--- src/rtl/seq_det_param.sv ---
// seq_det_param: parametrised serial pattern detector with a runtime-loadable
// pattern, runtime overlap/non-overlap selection and a saturating match counter.
//
// Optional feature macro: SEQ_DET_MASK_EN adds a don't-care mask register
// (pat_mask_in, reset all ones). Without it the compare is exact.
//
// Ports:
//   clk          rising-edge clock
//   reset_n      synchronous active-low reset
//   in           serial data bit, sampled when in_valid is high
//   in_valid     input qualifier
//   overlap      1 = overlapping detection, 0 = history restarts after a match
//   pat_load     load pat_in (and pat_mask_in) and flush the history
//   pat_in       new pattern, MSB is the first bit received
//   pat_mask_in  new mask, 0 = don't-care position (SEQ_DET_MASK_EN only)
//   cnt_clr      clear match_count (wins over a coincident match)
//   out          registered one-cycle match pulse
//   match_count  saturating count of matches
//   armed        history holds LEN valid bits
module seq_det_param #(
    parameter int unsigned      LEN     = 4,
    parameter logic [LEN-1:0]   PATTERN = LEN'(4'b1011),
    parameter int unsigned      CNT_W   = 8
) (
    input  logic             clk,
    input  logic             reset_n,
    input  logic             in,
    input  logic             in_valid,
    input  logic             overlap,
    input  logic             pat_load,
    input  logic [LEN-1:0]   pat_in,
`ifdef SEQ_DET_MASK_EN
    input  logic [LEN-1:0]   pat_mask_in,
`endif
    input  logic             cnt_clr,
    output logic             out,
    output logic [CNT_W-1:0] match_count,
    output logic             armed
);

    localparam int unsigned FILL_W = $clog2(LEN + 1);
    localparam logic [FILL_W-1:0] FILL_FULL = FILL_W'(LEN);

    logic [LEN-1:0]    pattern_q, pattern_d;
    logic [LEN-1:0]    hist_q, hist_d;
    logic [FILL_W-1:0] fill_q, fill_d;
    logic              out_q, out_d;
    logic [CNT_W-1:0]  cnt_q, cnt_d;
    logic              armed_q, armed_d;
`ifdef SEQ_DET_MASK_EN
    logic [LEN-1:0]    mask_q, mask_d;
`endif

    logic [LEN-1:0]    cand;
    logic [FILL_W-1:0] fill_n;
    logic              hit;
    logic              match;

    // Candidate history and match decision for the current input bit.
    always_comb begin
        cand   = {hist_q[LEN-2:0], in};
        fill_n = (fill_q == FILL_FULL) ? FILL_FULL : fill_q + FILL_W'(1);
`ifdef SEQ_DET_MASK_EN
        hit    = (((cand ^ pattern_q) & mask_q) == '0);
`else
        hit    = (cand == pattern_q);
`endif
        match  = in_valid && !pat_load && (fill_n == FILL_FULL) && hit;
    end

    // Next-state for pattern, history, fill, pulse and counter.
    always_comb begin
        pattern_d = pattern_q;
        hist_d    = hist_q;
        fill_d    = fill_q;
        out_d     = 1'b0;
        cnt_d     = cnt_q;
`ifdef SEQ_DET_MASK_EN
        mask_d    = mask_q;
`endif
        if (pat_load) begin
            pattern_d = pat_in;
`ifdef SEQ_DET_MASK_EN
            mask_d    = pat_mask_in;
`endif
            hist_d    = '0;
            fill_d    = '0;
        end else if (in_valid) begin
            hist_d = cand;
            out_d  = match;
            // Non-overlap mode restarts the fill so the next match needs LEN fresh bits.
            fill_d = (match && !overlap) ? '0 : fill_n;
        end

        armed_d = (fill_d == FILL_FULL);

        if (cnt_clr) begin
            cnt_d = '0;
        end else if (match && (cnt_q != {CNT_W{1'b1}})) begin
            cnt_d = cnt_q + CNT_W'(1);
        end
    end

    // State register with synchronous reset.
    always_ff @(posedge clk) begin
        if (!reset_n) begin
            pattern_q <= PATTERN;
            hist_q    <= '0;
            fill_q    <= '0;
            out_q     <= 1'b0;
            cnt_q     <= '0;
            armed_q   <= 1'b0;
`ifdef SEQ_DET_MASK_EN
            mask_q    <= '1;
`endif
        end else begin
            pattern_q <= pattern_d;
            hist_q    <= hist_d;
            fill_q    <= fill_d;
            out_q     <= out_d;
            cnt_q     <= cnt_d;
            armed_q   <= armed_d;
`ifdef SEQ_DET_MASK_EN
            mask_q    <= mask_d;
`endif
        end
    end

    assign out         = out_q;
    assign match_count = cnt_q;
    assign armed       = armed_q;

endmodule

--- config.mk ---
export PLATFORM = sky130hd
export DESIGN_NAME = seq_det_param
export DESIGN_NICKNAME = d
export VERILOG_FILES = /design/src/rtl/seq_det_param.sv
export SDC_FILE = /design/constraint.sdc
export NUM_CORES = 1
export LEC_CHECK = 0
export CORE_ASPECT_RATIO = 1.2
export CORE_MARGIN = 1
export CORE_UTILIZATION = 48
export DETAILED_ROUTE_END_ITERATION = 8
export PLACE_DENSITY = 0.77
export RECOVER_POWER = 100
export SYNTH_ARGS = -nofsm -noshare
export SYNTH_HDL_FRONTEND = slang
export SYNTH_SLANG_ARGS = --single-unit
--- constraint.sdc ---
create_clock -name clk -period 2.5 [get_ports clk]
set_clock_uncertainty 0.2 [all_clocks]
set_input_delay 0.75 -clock clk [delete_from_list [all_inputs] [get_ports clk]]
set_output_delay 0.75 -clock clk [all_outputs]
set_load 0.02 [all_outputs]
Yosys cells after proc, flatten, opt, wreduce, memory -nomap -nowiden --
Cells that the tools add are included.
Storage, ports and cells: bits in registers 20, logic and storage cells 29, output and inout bits 10, bits of input ports 11
Operators by class: multiplexer cells 4, reductions and logical operators 10, bitwise operators 2, equality and inequality tests 5, add/sub/neg operators 2
Operators by type and width (count):
- 3-bit 2-to-1 mux | 4
- 3-bit == test, second input constant | 3
- 8-bit by 1-bit adder with 8-bit output, second input constant | 1
- 8-bit inequality test, second input constant | 1
- 1-bit logical AND | 5
- 4-bit == test | 1
- 2-bit OR reduction | 2
- 3-bit by 1-bit adder with 3-bit output, second input constant | 1
- 3-bit OR reduction | 1
- 1-bit zero test | 2
- 1-bit inverter | 2

Depth between registers and ports, before layout --
word-level depth 10, gate-level depth with buffers 8, depth with buffers taken out 7

Worst setup path before layout --
No wires, ideal clock.
path kind input port to flip-flop, from in pat_load, to reg cnt_q[7] (netlist: match_count[7]), arrival 1.964 ns, path slack 0.206 ns, library setup time 0.130 ns, required time 2.170 ns, buffers on the path 2, stages on the path 6, cells stage by stage buf_2 > nor4_2 > nand3_2 > buf_2 > o41ai_1 > a21oi_1
Between the ends: longest elaborated chain between the ends 5
Ends and longest elaborated chain:
- start, declared | line 30 | input logic pat_load,
- 1-bit zero test | line 68 | match = in_valid && !pat_load && (fill_n == FILL_FULL) && hit;
- 1-bit logical AND (3 in series) | line 68
- 1-bit logical AND | line 99 | end else if (match && (cnt_q != {CNT_W{1'b1}})) begin
- end signal, assigned | line 121 | cnt_q <= cnt_d;
- end, declared | line 48 | logic [CNT_W-1:0] cnt_q, cnt_d;
Every way passes these cells. A chain may end at the register's enable or synchronous reset.

Worst setup path after layout --
from in pat_load, to reg cnt_q[3] (netlist: match_count[3])
Same word-level chain as after synthesis.

==> metrics.md <==
| Metric | Value |
|---|---|
| Status | `finished clean` |
| Top cell type's share of synthesized area | `0.4156` |
| Worst Reg-to-Reg Cells | `7` |
| Post-synthesis sequential area ratio | `0.4156` |
| Critical Path Max Stage Delay | `540 ps` |
| Crit path to | `match_count[3]` |
| Critical Path RT | `2530 ps` |
| Layout cells sized above 1 | `0.1159` |
| Reg-to-reg setup timing slack | `170 ps` |
| Slowest CP cell | `or4_4` |
| WP buf/inv | `1` |
| Vias | `slightly below 900` |
| Leak Pwr | `between 0.4 and 0.5 nW` |
| DR WL/cell | `13.40 um` |
| Critical R2R Launch | `fill_q[0]` |
| Placeable Area | `between 1500 and 2000 um2` |
| First drt pass iteration count | `2` |
| Commonest non-fill, non-tap cell in the layout | `dfxtp_1` |
| FF-to-FF End | `match_count[3]` |
| Die ar. | `around 2200 um2` |
| Reg clk slew, reported paths | `110 ps` |
| Hold_ws | `between 300 and 400 ps` |
| Critical path peak fanout | `8` |
| CTS buffer count | `3` |
| Antenna viol nets, final | `0` |
| Antenna cells | `0` |
| GRT Total Usage | `0.2013` |
| Simple-Gate Fraction of Synth Area | `0.2208` |
| Element type at the critical path start | `input pin` |
| RSZ-0062 raised after global routing | `yes` |
| Non-filler instance count after layout | `around 160` |
| Routed WL | `2104 um` |
| Post-Synth Adder-Cell Area | `0.03896` |
| Peak VDD IR | `277.7 uV` |
| P_int | `411.4 uW` |
| GPL Wtd Cong | `~0.85` |
| Top delay family on crit path | `simple AND/OR/NAND/NOR gates` |
| Syn. warnings | `0` |
| Placed cell areas | `about 1200 um2` |
| Synth Net Count | `between 100 and 150` |
| Switching share of power | `0.2339` |
| Multi-input logic area | `roughly 540 um2` |
| Worst rel slew slack | `0.5486` |
| Fmax | `roughly 400 MHz` |
| Nets | `~150` |
| Clk_lat worst skew | `around 300 ps` |
| IO Count | `21` |
| Global-route wire length before repair | `~3300 um` |
| TritonCTS clock tree | `built` |
| Mapped cell area | `between 900 and 1000 um2` |
| # DRC | `0` |
| Final hold violations | `0` |
| CTS Hold Buffers Added | `0` |
| Hold Path Class | `reg2reg` |
| Post-route cell area | `~1300 um2` |
| Fin crit share | `0.9804` |
| Via-to-Cell Ratio | `roughly 5.5` |
| Top cells by area, synth | `dfxtp_1, mux2i_1, a21oi_1, nand2_1, ha_1` |
| Detailed Route Iter0 Violations | `5` |
| Multiplexer area fraction after synthesis | `0.1039` |
| Largest net degree at the start of global routing | `12` |
| P_sw | `~130 uW` |
| Synthesized area per cell | `8.758 um2` |
| Total grt overflow | `0` |
| CP Cell Sequence | `clkdlybuf4s50_1 > nor4_4 > nand3_2 > or4_4 > a21oi_1` |
| Power per Cell Area | `roughly 420 nW/um2` |
| Cell count after synthesis | `110` |
| Final WS setup | `roughly 49 ps` |
| XOR/XNOR Fraction of Synth Area | `0.03636` |
| DP HPWL | `roughly 1500 um` |
| Slew Limit Fails | `0` |
| Initial antenna violation count | `0` |
| Unique masters post-synth | `28` |
| MaxCap Viol Count | `0` |
| Logic pwr share | `0.108` |
| Total clock sinks | `20` |
| Worst setup startpoint | `pat_load` |
| Fillers | `between 150 and 200` |
| Post-synthesis compound-gate area fraction | `0.1351` |
| Dpl ws | `-279.5 ps` |
| Clock power frac | `0.279` |
| Vias in the first global route | `approximately 830` |
| Area grow syn2layout | `32.08%` |
| # H-tree levels | `1` |
| WP depth | `5` |
| Most frequent cells in the layout | `dfxtp_1, clkdlybuf4s50_1, nand2_1` |
| Starting Density | `0.5147` |
| Critical path type | `in2reg` |
| Dominant cell type by area after synthesis | `dfxtp_1` |
| Final setup violation count | `0` |
| Root buffer cell | `clkbuf_4` |
| Clock buffer depth | `2` |
| Die H | `51.08 um` |
| IO buf count | `20` |
| Power share of the sequential group | `0.613` |
| Worst EP arrival | `approximately 2500 ps` |
| Die X | `between 40 and 50 um` |
| Dpl cells | `153` |
| Std cell rows | `17` |
| Storage element area | `~400 um2` |
| Design Power | `around 540 uW` |
| Largest family of logic cells by synthesized area | `simple AND/OR/NAND/NOR gates` |
| Setup crit end kind | `flop` |
| Tightest Pin Transition | `roughly 670 ps` |
| Period minus WS final | `2451 ps` |
| Register bit count reported by yosys | `20` |
==> state kept, by name, summed over array words and instances (netlist names) <==
name	count
match_count	8
pattern_q	4
fill_q	3
hist_q	3
armed	1
out	1
==> through the flow <==
step / TNS (ps) / util
5_1_grt: -34.19 / 0.6798
3_3_place_gp: -1345 / 0.6551
2_1_floorplan: 0 / -
3_5_place_dp: -1605 / 0.6551
6_report: 0 / 0.6798
4_1_cts: 0 / 0.6671
==> per-layer routing <==
layer  track usage  routed length [um]
met1        0.2198                 895
met2        0.3636                1044
met3       0.02120                  75
met4        0.1250                  89
met5             0                   0
==> cell families (layout without fill, tap and decap cells) <==
| group | after synthesis | after routing |
|---|---|---|
| AOI/OAI and AO/OA | 21 | 21 |
| buffers and inverters | 11 | 39 |
| and+or+nand+nor | 41 | 41 |
| xor gates and xnor gates | 4 | 4 |
| DFF | 20 | 20 |
| muxes | 10 | 10 |
| adders and majority gates | 3 | 3 |
==> cell usage after synthesis (all sizes together) <==
master and number:
mux2i 10, o211ai 2, o41ai 2, or4 3, buf 3, nor2 8, inv 7, or2 1
nand2b 4, ha 3, clkbuf 1, nand4 1, nand2 12, nor4 2, nor3 2, nand3 6
o21ai 3, nand3b 1, a21oi 9, o31ai 3, dfxtp 20, xor2 4, o311ai 1, or3 1
a31oi 1
==> cell type report <==
cell class              instances  area share
flip-flops and latches         20      0.3147
multi-input cells              79      0.4238
inverters                       7     0.02065
clock buffers                   3     0.01770
repair buffers                 29      0.2045
well taps                      19     0.01868
==> how the worst min path moves through the flow <==
| stage | start | end | slack (ps) | cells after the start |
|---|---|---|---|---|
| 2_1_floorplan | pattern_q[0] | pattern_q[0] | 260 | 2 |
| 3_3_place_gp | match_count[6] | match_count[6] | 280 | 2 |
| 3_5_place_dp | pattern_q[3] | pattern_q[3] | 290 | 2 |
| 4_1_cts | match_count[5] | match_count[5] | 310 | 2 |
| 5_1_grt | match_count[7] | match_count[7] | 340 | 2 |
| 6_report | match_count[6] | match_count[6] | 300 | 2 |
==> worst reg2reg max path, stage by stage, from the launching register on <==
cell,delay [ps]
dfxtp_1,430
inv_1,70
ha_1,310
nand2b_1,190
a21oi_2,190
nand3_2,180
or4_4,550
a21oi_1,150
==> power groups by stage <==
| stage | Combinational [mW] | Clock, mW | Sequential (mW) |
|---|---|---|---|
| CTS | 0.0566 | 0.153 | 0.329 |
| global placement | 0.0544 | 0 | 0.336 |
| detailed placement | 0.0566 | 0 | 0.336 |
| finish | 0.0581 | 0.150 | 0.329 |
| floorplan | 0.0302 | 0 | 0.335 |
| global route | 0.0637 | 0.169 | 0.330 |
==> what timing repair did <==
item                       CTS  global route
setup buffers                0             1
resized for setup            0             4
setup endpoints to repair    0             7
(Power assumes the default switching activity.)
